**src/rtl/ps2_pkg.sv**
```systemverilog
// Shared PS/2 definitions: prefix codes, frame length, key event type and frame check.
package ps2_pkg;

    localparam logic [7:0] PS2_EXT_PREFIX = 8'hE0;
    localparam logic [7:0] PS2_BRK_PREFIX = 8'hF0;
    localparam int         PS2_FRAME_BITS = 11;

    // One decoded key event as stored in the FIFO.
    typedef struct packed {
        logic       ext;
        logic       brk;
        logic [7:0] code;
    } ps2_evt_t;

    // Frame layout, index 0 first on the wire: start, d0..d7, parity, stop.
    // Good when start=0, stop=1 and data+parity carry an odd number of ones.
    function automatic logic ps2_frame_ok(input logic [10:0] frame);
        return (frame[0] == 1'b0) && (frame[10] == 1'b1) && (^frame[9:1] == 1'b1);
    endfunction

endpackage

```
**src/rtl/ps2_kbd_rx_if.sv**
```systemverilog
// Consumer-side handshake of the PS/2 keyboard receiver.
interface ps2_kbd_rx_if #(
    parameter int FIFO_DEPTH = 8
);
    localparam int CW = $clog2(FIFO_DEPTH) + 1;

    logic          nextdata_n;
    logic [7:0]    data;
    logic          ext;
    logic          brk;
    logic          ready;
    logic          overflow;
    logic          frame_err;
    logic [CW-1:0] count;

    // Receiver side: drives the event head and status, listens to the pop strobe.
    modport master (
        output data, ext, brk, ready, overflow, frame_err, count,
        input  nextdata_n
    );

    // Consumer side.
    modport slave (
        input  data, ext, brk, ready, overflow, frame_err, count,
        output nextdata_n
    );
endinterface

```
**src/rtl/ps2_evt_fifo.sv**
```systemverilog
// Small synchronous FIFO with a combinational head; a pop frees room for a same-cycle push.
module ps2_evt_fifo #(
    parameter int WIDTH = 10,
    parameter int DEPTH = 8
) (
    input  logic                   clk,
    input  logic                   rst,
    input  logic                   push,
    input  logic [WIDTH-1:0]       push_data,
    input  logic                   pop,
    output logic [WIDTH-1:0]       head,
    output logic                   full,
    output logic                   empty,
    output logic [$clog2(DEPTH):0] count
);
    localparam int             AW       = $clog2(DEPTH);
    localparam logic [AW:0]    FULL_CNT = (AW+1)'(DEPTH);

    logic [WIDTH-1:0] mem [DEPTH];
    logic [AW-1:0]    wr_ptr_reg;
    logic [AW-1:0]    rd_ptr_reg;
    logic [AW:0]      count_reg;
    logic             do_pop;
    logic             do_push;

    assign full    = (count_reg == FULL_CNT);
    assign empty   = (count_reg == '0);
    assign do_pop  = pop && !empty;
    assign do_push = push && (!full || do_pop);
    assign count   = count_reg;
    // Head reads as zero when empty so the outputs are clean after reset.
    assign head    = empty ? '0 : mem[rd_ptr_reg];

    // Storage write; contents need no reset since occupancy gates the head.
    always_ff @(posedge clk) begin
        if (do_push) begin
            mem[wr_ptr_reg] <= push_data;
        end
    end

    // Pointers wrap naturally because the depth is a power of two.
    always_ff @(posedge clk) begin
        if (rst) begin
            wr_ptr_reg <= '0;
            rd_ptr_reg <= '0;
            count_reg  <= '0;
        end else begin
            if (do_push) begin
                wr_ptr_reg <= wr_ptr_reg + AW'(1);
            end
            if (do_pop) begin
                rd_ptr_reg <= rd_ptr_reg + AW'(1);
            end
            case ({do_push, do_pop})
                2'b10:   count_reg <= count_reg + (AW+1)'(1);
                2'b01:   count_reg <= count_reg - (AW+1)'(1);
                default: count_reg <= count_reg;
            endcase
        end
    end
endmodule

```
**src/rtl/ps2_kbd_rx.sv**
```systemverilog
// PS/2 keyboard receiver: synchroniser, 11-bit deframer with timeout, E0/F0 decoder, event FIFO.
module ps2_kbd_rx
    import ps2_pkg::*;
#(
    parameter int FIFO_DEPTH     = 8,
    parameter int SYNC_STAGES    = 2,
    parameter int TIMEOUT_CYCLES = 50000
) (
    input  logic          clk,
    input  logic          rst,
    input  logic          ps2_clk,
    input  logic          ps2_data,
    input  logic          raw_mode,
    ps2_kbd_rx_if.master  bus
);
    localparam logic [1:0] ST_IDLE  = 2'd0;
    localparam logic [1:0] ST_SHIFT = 2'd1;
    localparam logic [1:0] ST_CHECK = 2'd2;

    localparam int          TW       = $clog2(TIMEOUT_CYCLES + 1);
    localparam logic [TW-1:0] TO_LAST  = TW'(TIMEOUT_CYCLES - 1);
    localparam logic [3:0]  LAST_BIT = 4'(PS2_FRAME_BITS - 1);

    logic [SYNC_STAGES-1:0] clk_sync_reg;
    logic [SYNC_STAGES-1:0] data_sync_reg;
    logic                   clk_prev_reg;
    logic                   clk_s;
    logic                   data_s;
    logic                   fall;

    logic [1:0]    state_reg;
    logic [3:0]    bit_cnt_reg;
    logic [10:0]   frame_reg;
    logic [TW-1:0] to_cnt_reg;
    logic          timeout;
    logic          good;
    logic [7:0]    code;
    logic          ext_pend_reg;
    logic          brk_pend_reg;
    logic          frame_err_reg;
    logic          overflow_reg;

    logic          fifo_push;
    ps2_evt_t      push_evt;
    ps2_evt_t      head_evt;
    logic          fifo_pop;
    logic          fifo_full;
    logic          fifo_empty;
    logic [$clog2(FIFO_DEPTH):0] fifo_count;

    // Synchronisers idle high, matching an undriven PS/2 bus.
    always_ff @(posedge clk) begin
        if (rst) begin
            clk_sync_reg  <= '1;
            data_sync_reg <= '1;
            clk_prev_reg  <= 1'b1;
        end else begin
            clk_sync_reg  <= {clk_sync_reg[SYNC_STAGES-2:0], ps2_clk};
            data_sync_reg <= {data_sync_reg[SYNC_STAGES-2:0], ps2_data};
            clk_prev_reg  <= clk_s;
        end
    end

    assign clk_s   = clk_sync_reg[SYNC_STAGES-1];
    assign data_s  = data_sync_reg[SYNC_STAGES-1];
    assign fall    = clk_prev_reg && !clk_s;
    assign timeout = (state_reg == ST_SHIFT) && !fall && (to_cnt_reg == TO_LAST);
    assign good    = ps2_frame_ok(frame_reg);
    assign code    = frame_reg[8:1];

    // Deframer: shift bits in from the top so the start bit lands at index 0.
    always_ff @(posedge clk) begin
        if (rst) begin
            state_reg     <= ST_IDLE;
            bit_cnt_reg   <= '0;
            frame_reg     <= '0;
            to_cnt_reg    <= '0;
            frame_err_reg <= 1'b0;
        end else begin
            frame_err_reg <= 1'b0;
            case (state_reg)
                ST_IDLE: begin
                    if (fall) begin
                        frame_reg   <= {data_s, frame_reg[10:1]};
                        bit_cnt_reg <= 4'd1;
                        to_cnt_reg  <= '0;
                        state_reg   <= ST_SHIFT;
                    end
                end
                ST_SHIFT: begin
                    if (fall) begin
                        frame_reg   <= {data_s, frame_reg[10:1]};
                        bit_cnt_reg <= bit_cnt_reg + 4'd1;
                        to_cnt_reg  <= '0;
                        if (bit_cnt_reg == LAST_BIT) begin
                            state_reg <= ST_CHECK;
                        end
                    end else if (timeout) begin
                        frame_err_reg <= 1'b1;
                        bit_cnt_reg   <= '0;
                        to_cnt_reg    <= '0;
                        state_reg     <= ST_IDLE;
                    end else begin
                        to_cnt_reg <= to_cnt_reg + TW'(1);
                    end
                end
                ST_CHECK: begin
                    frame_err_reg <= !good;
                    bit_cnt_reg   <= '0;
                    state_reg     <= ST_IDLE;
                end
                default: state_reg <= ST_IDLE;
            endcase
        end
    end

    // Prefix tracking; any bad frame, timeout or raw byte forgets pending prefixes.
    always_ff @(posedge clk) begin
        if (rst || timeout) begin
            ext_pend_reg <= 1'b0;
            brk_pend_reg <= 1'b0;
        end else if (state_reg == ST_CHECK) begin
            if (!good || raw_mode) begin
                ext_pend_reg <= 1'b0;
                brk_pend_reg <= 1'b0;
            end else if (code == PS2_EXT_PREFIX) begin
                ext_pend_reg <= 1'b1;
            end else if (code == PS2_BRK_PREFIX) begin
                brk_pend_reg <= 1'b1;
            end else begin
                ext_pend_reg <= 1'b0;
                brk_pend_reg <= 1'b0;
            end
        end
    end

    // Event build: prefixes are swallowed unless raw mode is on.
    always_comb begin
        fifo_push     = 1'b0;
        push_evt.ext  = 1'b0;
        push_evt.brk  = 1'b0;
        push_evt.code = code;
        if (state_reg == ST_CHECK && good) begin
            if (raw_mode) begin
                fifo_push = 1'b1;
            end else if (code != PS2_EXT_PREFIX && code != PS2_BRK_PREFIX) begin
                fifo_push    = 1'b1;
                push_evt.ext = ext_pend_reg;
                push_evt.brk = brk_pend_reg;
            end
        end
    end

    assign fifo_pop = !bus.nextdata_n;

    // Sticky drop flag; a concurrent pop makes room, so that case is not a drop.
    always_ff @(posedge clk) begin
        if (rst) begin
            overflow_reg <= 1'b0;
        end else if (fifo_push && fifo_full && !fifo_pop) begin
            overflow_reg <= 1'b1;
        end
    end

    ps2_evt_fifo #(
        .WIDTH ($bits(ps2_evt_t)),
        .DEPTH (FIFO_DEPTH)
    ) u_fifo (
        .clk       (clk),
        .rst       (rst),
        .push      (fifo_push),
        .push_data (push_evt),
        .pop       (fifo_pop),
        .head      (head_evt),
        .full      (fifo_full),
        .empty     (fifo_empty),
        .count     (fifo_count)
    );

    assign bus.data      = head_evt.code;
    assign bus.ext       = head_evt.ext;
    assign bus.brk       = head_evt.brk;
    assign bus.ready     = !fifo_empty;
    assign bus.count     = fifo_count;
    assign bus.overflow  = overflow_reg;
    assign bus.frame_err = frame_err_reg;
endmodule
```
**src/flat_wrapper.sv**
```systemverilog
// flat-port wrapper written by rule: the top's interface ports become plain ports
module ps2_kbd_rx_flat import ps2_pkg::*;
#(
    parameter int FIFO_DEPTH     = 8,
    parameter int SYNC_STAGES    = 2,
    parameter int TIMEOUT_CYCLES = 50000
)
  (clk, rst, ps2_clk, ps2_data, raw_mode, bus_data, bus_ext, bus_brk, bus_ready, bus_overflow, bus_frame_err, bus_count, bus_nextdata_n);
  ps2_kbd_rx_if #(.FIFO_DEPTH(FIFO_DEPTH)) bus_i ();
  input  logic clk;
  input  logic rst;
  input  logic ps2_clk;
  input  logic ps2_data;
  input  logic raw_mode;
  output wire logic [$bits(bus_i.data)-1:0] bus_data;
  output wire logic [$bits(bus_i.ext)-1:0] bus_ext;
  output wire logic [$bits(bus_i.brk)-1:0] bus_brk;
  output wire logic [$bits(bus_i.ready)-1:0] bus_ready;
  output wire logic [$bits(bus_i.overflow)-1:0] bus_overflow;
  output wire logic [$bits(bus_i.frame_err)-1:0] bus_frame_err;
  output wire logic [$bits(bus_i.count)-1:0] bus_count;
  input wire logic [$bits(bus_i.nextdata_n)-1:0] bus_nextdata_n;
  assign bus_data = bus_i.data;
  assign bus_ext = bus_i.ext;
  assign bus_brk = bus_i.brk;
  assign bus_ready = bus_i.ready;
  assign bus_overflow = bus_i.overflow;
  assign bus_frame_err = bus_i.frame_err;
  assign bus_count = bus_i.count;
  assign bus_i.nextdata_n = bus_nextdata_n;
  ps2_kbd_rx #(.FIFO_DEPTH(FIFO_DEPTH), .SYNC_STAGES(SYNC_STAGES), .TIMEOUT_CYCLES(TIMEOUT_CYCLES)) u_core (.clk(clk), .rst(rst), .ps2_clk(ps2_clk), .ps2_data(ps2_data), .raw_mode(raw_mode), .bus(bus_i));
endmodule
```
**config.mk**
```make
export PLATFORM = sky130hd
export DESIGN_NAME = ps2_kbd_rx_flat
export DESIGN_NICKNAME = d
export VERILOG_FILES = /design/src/rtl/ps2_pkg.sv /design/src/rtl/ps2_kbd_rx_if.sv /design/src/rtl/ps2_evt_fifo.sv /design/src/rtl/ps2_kbd_rx.sv /design/src/flat_wrapper.sv
export SDC_FILE = /design/constraint.sdc
export NUM_CORES = 1
export LEC_CHECK = 0
export CORE_UTILIZATION = 35
export CTS_CLUSTER_SIZE = 8
export DETAILED_ROUTE_END_ITERATION = 10
export GPL_TIMING_DRIVEN = 0
export PLACE_DENSITY_LB_ADDON = 0.1
export SLEW_MARGIN = 20
export SYNTH_ARGS = -nofsm -noshare
export SYNTH_HDL_FRONTEND = slang
export SYNTH_HIERARCHICAL = 1
export SYNTH_SLANG_ARGS = --single-unit
```
**constraint.sdc**
```tcl
create_clock -name clk -period 5.25 [get_ports clk]
set_input_delay 1.05 -clock clk [delete_from_list [all_inputs] [get_ports clk]]
set_output_delay 1.05 -clock clk [all_outputs]
set_load 0.005 [all_outputs]
```
Word-level counts from Yosys, hierarchy flattened
Memories as Yosys holds them, arrays and structs flattened. A register that Yosys moved wholly into a read port is not among the register bits.
Cells that the tools add are included.
{"block": "totals", "regBits": 52, "ram_bits": 80, "input_bits": 6, "output_inout_bits": 17, "wordCells": 105, "mem_count": 1}
{"block": "op_classes", "addsub": 6, "n_eq_ne": 16, "mux": 34, "bitwise": 1, "n_reduce_logical": 33}
{"name": "u_core.u_fifo.mem", "words": 8, "width": 10, "rd": 1, "rd_ports_with_merged_regs": 1, "wr": 1, "line": "ps2_evt_fifo.sv:19", "rtl": "logic [WIDTH-1:0] mem [DEPTH];"}
{"op": "$mux 16", "count": 3}
{"op": "$pmux 16 s2", "count": 1}
{"op": "$add 16x1->16 const B", "count": 1}
{"op": "$eq 16x16->1 const B", "count": 1}
{"op": "$eq 8x8->1 const B", "count": 2}
{"op": "$ne 8x8->1 const B", "count": 2}
{"op": "$mux 2", "count": 7}
{"op": "$mux 1", "count": 13}
{"op": "$mux 4", "count": 3}
{"op": "$pmux 4 s3", "count": 1}
{"op": "$logic_and 1x1->1", "count": 11}
{"op": "$mux 10", "count": 1}
{"op": "$reduce_xor 9->1", "count": 1}
{"op": "$add 4x1->4 const B", "count": 2}
{"op": "$eq 4x4->1 const B", "count": 2}
{"op": "$pmux 4 s2", "count": 1}
{"op": "$reduce_and 2->1", "count": 4}
{"op": "$add 3x1->3 const B", "count": 2}
{"op": "$logic_not 1->1", "count": 6}
{"op": "$mux 3", "count": 2}
{"op": "$ne 3x1->1 const B", "count": 2}
{"op": "$reduce_and 3->1", "count": 2}
{"op": "$eq 2x1->1 const B", "count": 2}
{"op": "$eq 2x2->1 const B", "count": 2}
{"op": "12 further kinds", "count": 16}

Depth between registers and ports, before layout
{"block": "logic_depth", "depth_word": 8, "ltp_mapped": 14, "mapped_depth_nobuf": 13}

Modules after synthesis
Netlist, hierarchy kept.
{"module": "ps2_evt_fifo", "instances": 1, "cells_per_inst": 208, "area_per_inst_um2": 3759.9, "seq_area_each_um2": 2662.6}
{"module": "ps2_kbd_rx", "instances": 1, "cells_per_inst": 241, "area_per_inst_um2": 2055.7, "seq_area_each_um2": 840.8}

Least setup slack after synthesis
OpenSTA, ideal clock, no wires.
{"block": "synth_path", "path_kind": "register -> register", "startpoint": "register u_core.frame_reg[3]", "endpoint": "memory u_core.u_fifo.mem[0][0] (enable)", "setup_ns": 0.404, "arrival_time_ns": 3.133, "required_time_ns": 4.846, "setup_slack_ns": 1.713, "stages_incl_launch_ff": 9, "path_buffers": 1, "synth_period_minus_slack_ns": 3.537, "path_cell_list": "dfxtp_1 > inv_1 > ha_1 > xnor3_1 > xnor2_1 > nor3_1 > clkbuf_1 > o21ai_4 > nor4_1"}
{"block": "synth_between", "elab_chain_len": 8, "word_cells_on_any_way": 12, "classes_between": "2 x eq/ne; 5 x mux; 5 x reduce/logical"}
{"item": "start: declaration", "line": "ps2_kbd_rx.sv:33", "rtl": "logic [10:0] frame_reg;"}
{"item": "start signal: assignment", "line": "ps2_kbd_rx.sv:84", "rtl": "frame_reg <= {data_s, frame_reg[10:1]};"}
{"item": "start signal: assignment", "line": "ps2_kbd_rx.sv:92", "rtl": "frame_reg <= {data_s, frame_reg[10:1]};"}
{"item": "$ne 8x8->1", "line": "ps2_kbd_rx.sv:146", "rtl": "end else if (code != PS2_EXT_PREFIX && code != PS2_BRK_PREFIX) begin"}
{"item": "$logic_and 1x1->1", "line": "ps2_kbd_rx.sv:146"}
{"item": "$mux 1", "line": "ps2_kbd_rx.sv:146"}
{"item": "$mux 1", "line": "ps2_kbd_rx.sv:144", "rtl": "if (raw_mode) begin"}
{"item": "$mux 1 *", "line": "ps2_kbd_rx.sv:143", "rtl": "if (state_reg == ST_CHECK && good) begin"}
{"item": "net u_core.fifo_push", "line": "ps2_kbd_rx.sv:43", "rtl": "logic fifo_push;"}
{"item": "$logic_and 1x1->1 *", "line": "ps2_evt_fifo.sv:29", "rtl": "assign do_push = push && (!full || do_pop);"}
{"item": "$mux 1 *", "line": "ps2_evt_fifo.sv:36", "rtl": "if (do_push) begin"}
{"item": "$mux 1 (implied by the code) *", "line": "ps2_evt_fifo.sv:37", "rtl": "mem[wr_ptr_reg] <= push_data;"}
{"item": "end: declaration", "line": "ps2_evt_fifo.sv:19"}
The timed path passes the listed nets; every way through them passes the cells marked *.

Final worst setup path
{"block": "layout_path", "startpoint": "register u_core.frame_reg[3]", "endpoint": "memory u_core.u_fifo.mem[7][7] (enable)"}
The elaborated chain is that of the path after synthesis.

==> impl_metrics.tcl <==
set metrics [dict create \
    num_vias 3561 \
    clkLatencyLatePin_ns 0.41 \
    nets 517 \
    die_x_um 131 \
    maxCapViolations 0 \
    post-route-period-util 0.765 \
    timing.critical_path.buf_inv 2 \
    largest_reg_flops 80 \
    clock_path_buffers 2 \
    worst_slew_pin_slew_ns 1.05 \
    cp-start-kind "register" \
    cts_htree_levels 4 \
    n_fill_cell 1496 \
    netlist.area_leader.share 0.413 \
    syn_nets 471 \
    power_leakage_nw 2.29 \
    routabilityCongestion 0.742 \
    cts_resized 0 \
    cp_slowest_cell "nor2_1" \
    setup_slack_ns 1.24 \
    viasPerCell 4.93 \
    clk_transition_reported_paths_ns 0.06 \
    path_cells "inv_1 > ha_1 > xnor3_1 > xnor2_1 > nor3_1 > clkbuf_1 > o211ai_1 > nor2_1" \
    synth_warnings 6 \
    drtIter0Drc 180 \
    antenna_found_initial 0 \
    finalWirelength_um 11400 \
    final_core_util 0.431 \
    grt_pass1_vias 3542 \
    synth_fa_ha_area_frac 0.0357 \
    ir_worst_vdd_v 0.000217 \
    dp_cells 692 \
    synthSimpleGateAreaFrac 0.139 \
    syn_inst 449 \
    avgSynthCellArea_um2 13.0 \
    root_buffer "clkbuf_16" \
    cts_setup_buffers 0 \
    cts_made_buffers 17 \
    synth_edf_count 80 \
    ys.flop_type "edfxtp_1" \
    cp_max_fo 11 \
    slew_headroom 0.296 \
    firstDrtPassIters 4 \
    crit_required_ns 5.28 \
    synth-compound-area-share 0.0643 \
    wire_per_inst_um 15.7 \
    rows 46 \
    power.total_w 0.00272 \
    grt_max_degree 17 \
    worstSetupEndpointType "register" \
    ioPinCount 23 \
    synth_area_leaders "edfxtp_1, dfxtp_1, mux4_2, ha_1, nor2_1" \
    cellPowerDensity_mw_per_mm2 393 \
    min_period_ns 4.01 \
    fin_cells 723 \
    hold_class "register to register" \
    path_delay_family "simple AND/OR/NAND/NOR gates" \
    drc 0 \
    slew_viol_final 0 \
    cts_tree "done" \
    yosysUniqueCellTypes 55 \
    cpPeakStageDelay_ns 0.88 \
    ant_nets 0 \
    start_util 0.362 \
    rsz0062_at_grt "no" \
    final_hold_viol_count 0 \
    die-area_mm2 0.0171 \
    die-height_um 131 \
    finClkSkew_ns 0.00778 \
    drive_above_1_share 0.156 \
    grt_usage 0.147 \
    synth_area_mm2 0.00582 \
    port_buffers 22 \
    arrival_ns 4.04 \
    antennaDiodeCount 0 \
    fin_setup_tns_ns 0 \
    synth.area.mux_share 0.0998 \
    status "complete, no violations" \
    area_growth_pct 19.1 \
    synth_xor_area_frac 0.0370 \
    synth_top_family_by_area "simple AND/OR/NAND/NOR gates" \
    max_freq_mhz 249 \
    cts_hold_buf 0 \
    core_mm2 0.0161 \
    async_flop_share 0 \
    path_class "register to register" \
    grt_first_pass_wirelength_um 18500 \
    grt_overflow 0 \
    netlist_top_cells_count "edfxtp_1, dfxtp_1, nor2_1" \
    pre_cts_ws_ns 1.03 \
    dpl.hpwl_um 7810 \
    ys_ff_latch 135 \
    yosysMostFrequentCell "edfxtp_1" \
    cts.sinks 135 \
    synth.largest_area_cell "edfxtp_1" \
    setup_violations 0 \
    synth.yosys.seq_area_share 0.602 \
]
-- placed cells by master, fill, tap and decap left out, types with 4 or more instances in the layout --
| cell type | instances |
|---|---|
| a21oi_1 | 21 |
| clkdlybuf4s50_1 | 22 |
| clkbuf_1 | 11 |
| clkbuf_16 | 17 |
| nand4_1 | 5 |
| xnor2_1 | 6 |
| nor3_1 | 6 |
| or2_2 | 6 |
| nand3b_1 | 5 |
| mux4_2 | 20 |
| clkinv_4 | 6 |
| buf_2 | 4 |
| dfxtp_1 | 55 |
| buf_4 | 4 |
| nor3_2 | 4 |
| nand2_1 | 35 |
| nor2b_1 | 5 |
| nand2b_1 | 8 |
| mux2i_1 | 13 |
| edfxtp_1 | 80 |
| and4_1 | 5 |
| nor2_1 | 45 |
| and3_1 | 4 |
| xor2_1 | 16 |
| inv_1 | 15 |
| o21ai_0 | 9 |
| nand3_1 | 11 |
| ha_1 | 15 |
-- routing by layer --
| layer | GRT usage | up-vias | wire [um] |
|---|---|---|---|
| met1 | 0.186 | 1751 | 5550 |
| met4 | 0.0588 | 0 | 156 |
| met2 | 0.242 | 47 | 5390 |
| li1 | - | 1750 | - |
| met5 | 0 | - | 0 |
| met3 | 0.0379 | 13 | 279 |
-- path summary, 6_finish.rpt --
path | from | endpoint | slack (ns) | cells past startpoint
min reg2reg | u_core/data_sync_reg[0] | u_core/data_sync_reg[1] | 0.41 | 1
max | u_core/frame_reg[3] | u_core/u_fifo/mem[7][7] | 1.24 | 8
min | u_core/data_sync_reg[0] | u_core/data_sync_reg[1] | 0.41 | 1
max reg2reg | u_core/frame_reg[3] | u_core/u_fifo/mem[7][7] | 1.24 | 8
-- area by class of cell --
cell class                 count  area [um2]  area share
sequential                   135        3500       0.506
multi-input combinational    283        2220       0.320
clock buffer                  17         425      0.0614
tap                          216         270      0.0390
timing repair buffer          27         255      0.0368
clock inverter                14         129      0.0186
buffer                        16        71.3      0.0103
inverter                      15        56.3     0.00813
-- worst register-to-register path, cell delays in order, from the launching register on --
cell and delay (ns):
dfxtp_1 0.54, inv_1 0.08, ha_1 0.31, xnor3_1 0.35
xnor2_1 0.22, nor3_1 0.46, clkbuf_1 0.45, o211ai_1 0.32
nor2_1 0.88
-- per-stage QoR --
step	hold WS, ns	cell area, um2
after CTS	0.412	6920
after floorplan	0.389	5820
after detailed placement	0.398	6370
after global routing	0.424	6930
after global placement	0.398	6310
final	0.410	6930
-- where the power goes --
group | switching [W] | internal [W]
clock network | 0.000452 | 0.000652
logic | 0.000216 | 0.000251
registers | 0.0000205 | 0.00113
total | 0.000689 | 0.00203
-- kinds of logic after synthesis --
| family | count (synthesis) |
|---|---|
| compound gates | 55 |
| buf+inv | 31 |
| mux | 33 |
| flops | 135 |
| fa+ha+maj | 16 |
| xor+xnor | 23 |
| simple gates | 156 |
Note: power is estimated with default switching activity, not from simulation.
